<file path="src/rtl/ex_branch_resolve_feedback.sv">
// EX-side branch resolution: checks in-order IF predictions against EX
// outcomes, trains the BHT, and redirects/flushes on a mispredict.
// Ports: clk, reset (async, active-high)
//   in : if_push/if_pc/if_pred_take/if_pred_target (IF prediction)
//        ex_resolve/ex_taken/ex_target (oldest branch outcome)
//   out: pc_jmp_feedback/pc_jmp_take/pc_stash_base (BHT training)
//        redirect_valid/redirect_pc, flush, full, resolve_err
// Optional: BRANCH_STATS_EN adds stat_resolved/stat_mispredict counters.
module ex_branch_resolve_feedback #(
    parameter int DEPTH        = 4,
    parameter int PTR_W        = 2,
    parameter int FLUSH_CYCLES = 2
) (
    input  logic        clk,
    input  logic        reset,
    input  logic        if_push,
    input  logic [31:0] if_pc,
    input  logic        if_pred_take,
    input  logic [31:0] if_pred_target,
    input  logic        ex_resolve,
    input  logic        ex_taken,
    input  logic [31:0] ex_target,
    output logic        pc_jmp_feedback,
    output logic        pc_jmp_take,
    output logic [31:0] pc_stash_base,
    output logic        redirect_valid,
    output logic [31:0] redirect_pc,
    output logic        flush,
    output logic        full,
    output logic        resolve_err
`ifdef BRANCH_STATS_EN
    ,
    output logic [31:0] stat_resolved,
    output logic [31:0] stat_mispredict
`endif
);

    typedef enum logic {
        ST_RUN,
        ST_RECOVER
    } state_e;

    localparam logic [PTR_W:0] FULL_CNT = (PTR_W + 1)'(DEPTH);
    localparam logic [3:0]     RC_LOAD  = 4'(FLUSH_CYCLES - 1);

    state_e            state_q, state_d;
    logic [PTR_W-1:0]  rd_ptr_q, rd_ptr_d;
    logic [PTR_W-1:0]  wr_ptr_q, wr_ptr_d;
    logic [PTR_W:0]    count_q, count_d;
    logic [3:0]        rc_q, rc_d;
    logic [31:0]       mem_pc_q [DEPTH];
    logic [31:0]       mem_pc_d [DEPTH];
    logic              mem_tk_q [DEPTH];
    logic              mem_tk_d [DEPTH];
    logic [31:0]       mem_tg_q [DEPTH];
    logic [31:0]       mem_tg_d [DEPTH];
    logic              fb_q, fb_d;
    logic              take_q, take_d;
    logic [31:0]       base_q, base_d;
    logic              rv_q, rv_d;
    logic [31:0]       rpc_q, rpc_d;
    logic              flush_q, flush_d;
    logic              err_q, err_d;
`ifdef BRANCH_STATS_EN
    logic [31:0]       sres_q, sres_d;
    logic [31:0]       smis_q, smis_d;
`endif

    logic              full_w;
    logic              resolve;
    logic              mispredict;
    logic              push_ok;
    logic [31:0]       head_pc;
    logic              head_tk;
    logic [31:0]       head_tg;

    assign full_w  = (count_q == FULL_CNT);
    assign head_pc = mem_pc_q[rd_ptr_q];
    assign head_tk = mem_tk_q[rd_ptr_q];
    assign head_tg = mem_tg_q[rd_ptr_q];

    always_comb begin
        state_d    = state_q;
        rd_ptr_d   = rd_ptr_q;
        wr_ptr_d   = wr_ptr_q;
        count_d    = count_q;
        rc_d       = rc_q;
        mem_pc_d   = mem_pc_q;
        mem_tk_d   = mem_tk_q;
        mem_tg_d   = mem_tg_q;
        fb_d       = 1'b0;
        take_d     = take_q;
        base_d     = base_q;
        rv_d       = 1'b0;
        rpc_d      = rpc_q;
        flush_d    = flush_q;
        err_d      = 1'b0;
        resolve    = 1'b0;
        mispredict = 1'b0;
        push_ok    = 1'b0;
`ifdef BRANCH_STATS_EN
        sres_d     = sres_q;
        smis_d     = smis_q;
`endif
        unique case (state_q)
            ST_RUN: begin
                resolve    = ex_resolve && (count_q != '0);
                mispredict = resolve &&
                             ((ex_taken != head_tk) ||
                              (ex_taken && (ex_target != head_tg)));
                err_d      = ex_resolve && (count_q == '0);
                if (resolve) begin
                    fb_d   = 1'b1;
                    take_d = ex_taken;
                    base_d = head_pc;
`ifdef BRANCH_STATS_EN
                    if (sres_q != '1) sres_d = sres_q + 32'd1;
`endif
                end
                if (mispredict) begin
                    // Younger entries and any same-cycle push are wrong-path.
                    rv_d     = 1'b1;
                    rpc_d    = ex_taken ? ex_target : head_pc + 32'd4;
                    rd_ptr_d = '0;
                    wr_ptr_d = '0;
                    count_d  = '0;
                    state_d  = ST_RECOVER;
                    flush_d  = 1'b1;
                    rc_d     = RC_LOAD;
`ifdef BRANCH_STATS_EN
                    if (smis_q != '1) smis_d = smis_q + 32'd1;
`endif
                end else begin
                    // A correct resolve frees the head slot this cycle.
                    push_ok = if_push && (!full_w || resolve);
                    if (push_ok) begin
                        mem_pc_d[wr_ptr_q] = if_pc;
                        mem_tk_d[wr_ptr_q] = if_pred_take;
                        mem_tg_d[wr_ptr_q] = if_pred_target;
                        wr_ptr_d = wr_ptr_q + PTR_W'(1);
                    end
                    if (resolve) rd_ptr_d = rd_ptr_q + PTR_W'(1);
                    if (push_ok && !resolve) begin
                        count_d = count_q + (PTR_W + 1)'(1);
                    end else if (!push_ok && resolve) begin
                        count_d = count_q - (PTR_W + 1)'(1);
                    end
                end
            end
            ST_RECOVER: begin
                if (rc_q == '0) begin
                    state_d = ST_RUN;
                    flush_d = 1'b0;
                end else begin
                    rc_d = rc_q - 4'd1;
                end
            end
            default: state_d = ST_RUN;
        endcase
    end

    always_ff @(posedge clk or posedge reset) begin
        if (reset) begin
            state_q  <= ST_RUN;
            rd_ptr_q <= '0;
            wr_ptr_q <= '0;
            count_q  <= '0;
            rc_q     <= '0;
            mem_pc_q <= '{default: '0};
            mem_tk_q <= '{default: '0};
            mem_tg_q <= '{default: '0};
            fb_q     <= 1'b0;
            take_q   <= 1'b0;
            base_q   <= '0;
            rv_q     <= 1'b0;
            rpc_q    <= '0;
            flush_q  <= 1'b0;
            err_q    <= 1'b0;
`ifdef BRANCH_STATS_EN
            sres_q   <= '0;
            smis_q   <= '0;
`endif
        end else begin
            state_q  <= state_d;
            rd_ptr_q <= rd_ptr_d;
            wr_ptr_q <= wr_ptr_d;
            count_q  <= count_d;
            rc_q     <= rc_d;
            mem_pc_q <= mem_pc_d;
            mem_tk_q <= mem_tk_d;
            mem_tg_q <= mem_tg_d;
            fb_q     <= fb_d;
            take_q   <= take_d;
            base_q   <= base_d;
            rv_q     <= rv_d;
            rpc_q    <= rpc_d;
            flush_q  <= flush_d;
            err_q    <= err_d;
`ifdef BRANCH_STATS_EN
            sres_q   <= sres_d;
            smis_q   <= smis_d;
`endif
        end
    end

    assign pc_jmp_feedback = fb_q;
    assign pc_jmp_take     = take_q;
    assign pc_stash_base   = base_q;
    assign redirect_valid  = rv_q;
    assign redirect_pc     = rpc_q;
    assign flush           = flush_q;
    assign full            = full_w;
    assign resolve_err     = err_q;
`ifdef BRANCH_STATS_EN
    assign stat_resolved   = sres_q;
    assign stat_mispredict = smis_q;
`endif

endmodule

</file>
<file path="config.mk">
export PLATFORM = sky130hd
export DESIGN_NAME = ex_branch_resolve_feedback
export DESIGN_NICKNAME = d
export VERILOG_FILES = /design/src/rtl/ex_branch_resolve_feedback.sv
export SDC_FILE = /design/constraint.sdc
export NUM_CORES = 1
export LEC_CHECK = 0
export CORE_UTILIZATION = 58
export CTS_CLUSTER_DIAMETER = 150
export DETAILED_ROUTE_END_ITERATION = 10
export PLACE_DENSITY_LB_ADDON = 0.12
export SYNTH_ARGS = -nofsm -noshare
export SYNTH_HDL_FRONTEND = slang
export SYNTH_SLANG_ARGS = --single-unit
</file>
<file path="constraint.sdc">
create_clock -name clk -period 14.5 [get_ports clk]
set_input_delay 2.175 -clock clk [delete_from_list [all_inputs] [get_ports clk]]
set_output_delay 2.175 -clock clk [all_outputs]
set_load 0.02 [all_outputs]
</file>
* Word-level counts from Yosys, hierarchy flattened
Cells that the tools add are included.
** Operators by class
- $add $sub $neg :: 6
- Magnitude comparators :: 3
- Equality and inequality tests :: 6
- Muxes and demuxes :: 37
- Bitwise operators :: 4
- Reductions and logical operators :: 27
** Operators with widths (number)
- 128-bit bitwise mux :: 2
- 32-bit 2-to-1 mux :: 6
- 32-bit binary-select mux with 2-bit select :: 2
- 32-bit demux with 2-bit select :: 1
- 32-bit by 3-bit adder with 32-bit output (second input constant) :: 1
- 32-bit inequality test :: 1
- 2-bit AND reduction :: 7
- 1-bit 2-to-1 mux :: 11
- 3-bit 2-to-1 mux :: 3
- 1-bit logical AND :: 8
- 2-bit 2-to-1 mux :: 4
- 4-bit 2-to-1 mux :: 2
- 4-bit case mux with 2 select lines :: 1
- 3-bit greater-or-equal comparator (second input constant) :: 2
- 2-bit inverter with 3-bit output :: 2
- 3-bit nonzero test :: 2
- 2-bit by 1-bit adder with 2-bit output (second input constant) :: 2
- 4-bit bitwise mux :: 1
- 4-bit zero test :: 1
- 2-bit inequality test (second input constant) :: 2
- 1-bit case mux with 2 select lines :: 2
- 2-bit nonzero test :: 2
- 4-bit by 1-bit subtractor with 4-bit output (second input constant) :: 1
- 3-bit by 1-bit adder with 3-bit output (second input constant) :: 1
- 12 further kinds :: 16
** Word-level totals
- Register bits after elaboration :: 341
- Input port bits :: 102
- Output and inout port bits :: 70
- Logic and storage cells :: 107

* Depth between registers and ports, before layout
- Depth in word-level cells :: 10
- Depth in mapped cells :: 13
- Mapped depth without buffers :: 8

* Least setup slack after synthesis
OpenSTA, ideal clock, no wires.
- Path kind :: input port to flip-flop
- Start point :: input ex_target[0]
- End point :: register mem_pc_q[0] in the netlist's numbering
- Setup time :: 0.125 ns
- Data arrival time :: 4.101 ns
- Data required time :: 14.375 ns
- Setup slack :: 10.273 ns
- Cell stages on the path :: 9
- Buffers on the path :: 3
- Cell sequence :: xnor2_1 a2111o_1 a2111oi_4 and3_1 buf_6 o211a_4 buf_12 buf_12 mux2_4
** Between the ends
- Cells in the longest elaborated chain, start to end :: 6
** Ends and longest elaborated chain
- start, declared :: line 22 : input logic [31:0] ex_target,
- 32-bit inequality test :: line 110 : (ex_taken && (ex_target != head_tg)));
- 1-bit logical AND :: line 110
- 1-bit logical OR :: line 109 : ((ex_taken != head_tk) ||
- 1-bit logical AND :: line 108 : mispredict = resolve &&
- 1-bit inverter (no source line)
- 3-bit AND reduction (no source line)
- end signal, assigned :: line 189 : mem_pc_q <= mem_pc_d;
- end, declared :: line 51 : logic [31:0] mem_pc_q [DEPTH];
Every way passes these cells.
A chain may end at the register's enable or synchronous reset.

* Final worst setup path
- Start point :: input ex_target[0]
- End point :: register mem_pc_q[56] in the netlist's numbering
Same word-level chain as after synthesis.

==> impl_metrics.csv <==
group,metric,value,unit
status,status,"finished clean",
job,cap_violations,0,
pwr,p_leak,8.477,nW
pwr,internal_power,0.003219,W
die,num_rows,62,
route,dr_wl_met3,2.228,mm
setup_path,path_buf_inv,2,
route,avgViaCountPerCell,5.818,
die,die_x,172.9,µm
global_routing,antenna_found_initial,1,
route,initialDrtViolationCount,633,
synth,ys_ff_latch,341,
placement,port_buffers,171,
pwr,p_sw_share,32.56,%
clocking,clkSinkCount,341,
setup_path,path_delay_family,"simple AND/OR/NAND/NOR gates",
synth,synth_cells,1078,
global_routing,grt_max_degree,163,
synth,synth_area,16950,µm²
synth,ys_top_cells_by_count,"341 x dfrtp_1, 200 x mux2_4, 119 x mux2_2",
placement,placed_cell_area,18510,µm²
die,die_area,29900,µm²
layout,final_cell_area,19810,µm²
synth,async_flop_share,100.0,%
setup_path,endpoint_kind,"flip-flop",
clocking,clk_pin_slew,60,ps
setup_path,slowest_delay,760,ps
clocking,post_cts_buffers,0,
route,dr.pass1.iters,5,
pwr,pwr-share-clk,20.7,%
setup_path,criticalPathCategory,"primary input to flip-flop",
synth,synth_flop_cell,"dfrtp_1",
setup_path,worstSetupStartpointType,"primary input",
synth,synth_edf_count,0,
global_routing,grt_pass1_vias,10140,
synth,synth_area_leader_cell,"dfrtp_1",
synth,synth_nets,1187,
pwr,peakVddDrop,0.1694,mV
route,antenna_left,0,
synth,synth_top_area_share,50.36,%
sta,finalSetupViolCount,0,
pwr,total_power,0.004772,W
sta,slew_headroom,28.18,%
layout,syn2layout_area_growth,16.91,%
synth,synth_cell_types,50,
clocking,cts_root_buf,"clkbuf_16",
die,initial_core_util,59.04,%
route,drc,0,
min_path,hold_class,"flip-flop to flip-flop",
synth,syn_avg_cell_area,15.72,µm²
pwr,power_frac_seq,36.1,%
clocking,clock_latency,520,ps
global_routing,grt.overflow.total,0,
pwr,p_comb_share,43.2,%
synth,synth_area_leaders,"dfrtp_1 50%, mux2_4 18%, mux2_2 7.9%, mux4_2 7.6%, buf_12 3.0%",
layout,fin_nets,1344,
global_routing,gr-usage-all-layers,26.77,%
global_routing,grt_pass1_wl,61.24,mm
pwr,net-switching-power,0.001554,W
sta,fin_skew,17.81,ps
setup_path,required,14900,ps
pwr,pwr_density_cell,240.9,nW/µm²
route,routed-via-count,9582,
synth,ys_seq_area_share,50.36,%
route,wl_met1,17.87,mm
clocking,holdBufCountCts,0,
die,die_y,172.9,µm
setup_path,path_cells,"clkdlybuf4s50_1, xnor2_1, o32a_1, nor4_1, and3_1, o211a_4, buf_4, mux2_2",
synth,synth.most_common_cell,"dfrtp_1",
sta,finalHoldViolations,0,
route,wirelength,38.91,mm
layout,drive_gt1_share,36.69,%
sta,fmax,168.3,MHz
synth,yosysWarnings,0,
sta,tns,0,ps
die,top_level_ports,172,
sta,rsz0062_at_grt,"false",
die,fp.coreArea,28700,µm²
sta,max_slew.worst_pin.slew,1077,ps
sta,drv_slew,0,
clocking,cts_buffers,38,
placement,place_ws,8113,ps
placement,dp.final_hpwl,25.80,mm
sta,fin_crit,5942,ps
placement,place_congestion,0.7880,
clocking,ctsResizeCount,0,
sta,worst_slack,8558,ps
clocking,h-tree-depth,2,
route,wl_per_cell,23.62,µm
route,dr.max_layer_used,"met4",
setup_path,crit_arrival,6340,ps
route,dr_wl_met2,17.86,mm
setup_path,slowest_stage,"nor4_1",
sta,period_share,40.98,%
setup_path,cp_max_fo,35,
clocking,cts_buffer_depth,3,
clocking,cts_tree,"done",
## final cells by class
cell class	instances	area (µm²)
fill	1944	8892
inverter	24	97.59
timing repair buffer	181	1794
antenna	1	2.502
sequential	341	8538
multi-input combinational	649	7602
tap	384	480.5
clock buffer	55	1156
clock inverter	12	138.9
## path summary, 6_finish.rpt
check | endpoint | cells after the start | from | slack (ps)
max in group asynchronous | count_q[0] | 3 | reset | 10970
max | mem_pc_q[56] | 8 | ex_target[0] | 8560
min reg2reg | mem_pc_q[60] | 1 | mem_pc_q[60] | 500
min | mem_pc_q[60] | 1 | mem_pc_q[60] | 500
max reg2reg | mem_pc_q[56] | 9 | rd_ptr_q[0] | 8730
min in group asynchronous | mem_pc_q[39] | 2 | reset | 2170
## worst reg2reg max path, stage by stage, from the launching register on
cell     delay [ps]
dfrtp_4         850
buf_4           770
mux4_2          610
xnor2_1         330
nand4_1         150
nor4_1          660
and3_1          470
o211a_4         740
buf_4           640
mux2_2          430
## power groups by stage
| stage | combinational, W | clock [W] | sequential (W) |
|---|---|---|---|
| finish | 0.00206 | 0.000987 | 0.00173 |
| detailed placement | 0.00206 | 0 | 0.00173 |
| global route | 0.00219 | 0.00104 | 0.00178 |
| global placement | 0.00202 | 0 | 0.00172 |
| floorplan | 0.00151 | 0 | 0.00172 |
| CTS | 0.00207 | 0.00100 | 0.00173 |
## placed cells by master, fill, tap and decap left out, types with 23 or more instances in the layout
cell type	Yosys	routed
clkbuf_16	0	39
clkdlybuf4s50_1	0	170
dfrtp_1	341	339
inv_1	24	23
mux2_2	119	119
mux2_4	200	200
mux4_2	57	57
nand2_1	42	42
o21ai_0	31	31
xnor2_1	50	50
## cell families (layout without fill, tap and decap cells)
group	after synthesis	count (layout)	share of synthesized area, %
multiplexers	394	394	34.65
adder cells (fa/ha/maj)	7	7	0.5612
other	0	1	0
AO/OA/AOI/OAI	64	64	2.740
AND/OR/NAND/NOR	119	119	3.456
buffers and inverters	88	272	4.873
XOR/XNOR	65	65	3.360
flip-flops	341	341	50.36
## metrics by stage
step	util [%]	instances	hold WS [ps]
6_report	69.02	1647	500.7
2_1_floorplan	-	1078	473.3
4_1_cts	69.01	1646	505.2
3_5_place_dp	64.50	1579	489.0
5_1_grt	69.02	1647	513.6
3_3_place_gp	64.50	1579	483.4
## registers in the layout, indices dropped and copies added (netlist names), 2 cells and up
register	count
wr_ptr_q	2
mem_pc_q	128
rc_q	4
pc_stash_base	32
rd_ptr_q	2
mem_tk_q	4
redirect_pc	32
count_q	3
mem_tg_q	128
## metal layers
layer / vias to the layer above / GRT usage [%]
li1: 4219 / -
met1: 5027 / 39.99
met2: 277 / 40.20
met3: 59 / 4.859
met4: 0 / 8.038
met5: - / 0
(Power assumes the default switching activity.)
==> RTL change, RTL diff (config.mk and constraints unchanged) <==
Add an input register stage for `if_pred_target`, with the module's reset; this delays it by one clock. The other inputs are not delayed to match.
--- a/src/rtl/ex_branch_resolve_feedback.sv
+++ b/src/rtl/ex_branch_resolve_feedback.sv
@@ -45,2 +45,12 @@
 
+    logic [31:0] if_pred_target_q;
+
+    always_ff @(posedge clk or posedge reset) begin
+        if (reset) begin
+            if_pred_target_q <= '0;
+        end else begin
+            if_pred_target_q <= if_pred_target;
+        end
+    end
+
     state_e            state_q, state_d;
@@ -138,3 +148,3 @@
                         mem_tk_d[wr_ptr_q] = if_pred_take;
-                        mem_tg_d[wr_ptr_q] = if_pred_target;
+                        mem_tg_d[wr_ptr_q] = if_pred_target_q;
                         wr_ptr_d = wr_ptr_q + PTR_W'(1);
Function: changed (a bounded check fails within 4 cycles, from zero or initial values and one cycle with reset high).
==> RTL change against the unedited design <==
- worst setup slack improved by 0.18 ns
- area after synthesis shrank 1.5%
- sequential power grew 3%
- final area rose by 0.30%
- sequential cell count grew 32
- power decreased by 2.9%
- wire length shrank 3.4%
- global-route usage rose by 0.31 points
- highest routed layer unchanged
- worst hold slack worse by 0.019 ns
==> RTL change: results (changes against the unedited design) <==
* Outcome: finished, final reports clean
* Placed inst area at 0.0185 mm^2 (about the same)
* Multi-input logic area at 0.00689 mm^2 (-9.4%)
* Number of DRC markers in iteration 0 at 601 (-5.1%)
* Antenna cells at 0 (-1)
* Met3 Usage GRT at 4.07% (-0.79 points)
* Total Routing Usage GR at 27.1% (+0.31 points)
* Hold Crit Endpoint: mem_tg_q[54]
* Clock power frac at 22.6% (+1.9 points)
* Final worst slack at 8.74 ns (+0.182 ns)
* Largest net degree at the start of global routing at 133 (-18%)
* Crit path max-delay cell type: buf_4
* CP top delay family: buffers and inverters
* Lkg Pwr at 8.30 nW (-2.1%)
* Hold Slack at 0.482 ns (-0.0192 ns)
* Worst vdd ir at 0.106 mV (-38%)
* Synth area leaders: dfrtp_1 56%, mux2_1 13%, mux2_2 8.8%, mux4_2 7.2%, xnor2_1 2.3%
* Share of the synthesized area in the top cell type at 55.9% (+5.6 points)
* Routed wire length on met2 at 18200 um (+2.1%)
* Yosys warnings at 0 (unchanged)
* Hold Crit Start: mem_tg_q[54]
* Arr. time, crit path at 6.16 ns (-0.18 ns)
* Met1 WL at 16600 um (-7.3%)
* Synth top cells by count: 373 x dfrtp_1, 200 x mux2_1, 131 x mux2_2, 63 x nand2_1, 53 x mux4_2
* FF-to-FF path depth at 10 (+1)
* Vias at 9902 (+3.3%)
* Crit. Startpoint: ex_target[15]
* Critical path fanouts, max at 51 (+46%)
* WL final at 37600 um (-3.4%)
* Final net count at 1389 (+3.3%)
* Vias in the first global route at 10362 (+2.2%)
* Initial antenna violation count at 0 (-1)
* Psw at 1.50 mW (-3.2%)
* Worst Tran Pin Value at 1.14 ns (+0.0614 ns)
* Filler Cells Inserted at 1971 (+1.4%)
* First-pass GRT wire length at 59600 um (-2.7%)
* Skew final at 0.0150 ns (-0.00283 ns)
* Place WS at 8.24 ns (+0.129 ns)
* Grt met1 use at 38.4% (-1.6 points)
* Crit path largest cell delay at 0.72 ns (-0.04 ns)
* R2R Setup Slk at 8.79 ns (+0.06 ns)
* HPWL Detailed at 24300 um (-5.9%)
* Met2 usage at 43.9% (+3.7 points)
* Wirelength per Cell at 22.3 um (-5.7%)
* Avg Cell Area, Syn at 14.9 um^2 (-5.4%)
* Met3 WL at 1950 um (-13%)
* Clk power at 1.05 mW (+6%)
* Register area share after synthesis at 55.9% (+5.6 points)
* Critical path destination: mem_tg_q[22]
[RTL change: cell count changes in the layout (fill, tap and decap cells not counted), sizes merged, moves of 5 or more]
cell	delta
xor2	+8
o211a	-5
nand2	+21
nor2	+7
nor3	-12
o21ai	+7
mux2	+12
mux4	-8
dfrtp	+32
mux2i	+13
inv	-15
xnor2	-6
[RTL change: cells by family after synthesis]
family,count (synthesis),share of synthesized area (%)
AOI/OAI and AO/OA,59,2.14
xor gates and xnor gates,67,3.52
adders and majority gates,7,0.570
buffers and inverters,73,2.98
DFF,373,55.9
muxes,411,31.1
and+or+nand+nor,132,3.74
[RTL change: area by class of cell]
cell class / instances / share of cell area, %
flip-flops and latches: 373 / 47.0
multi-input cells: 676 / 34.7
clock buffers: 57 / 5.67
repair buffers: 180 / 8.93
inverters: 10 / 0.227
clock inverters: 14 / 1.12
well taps: 378 / 2.38
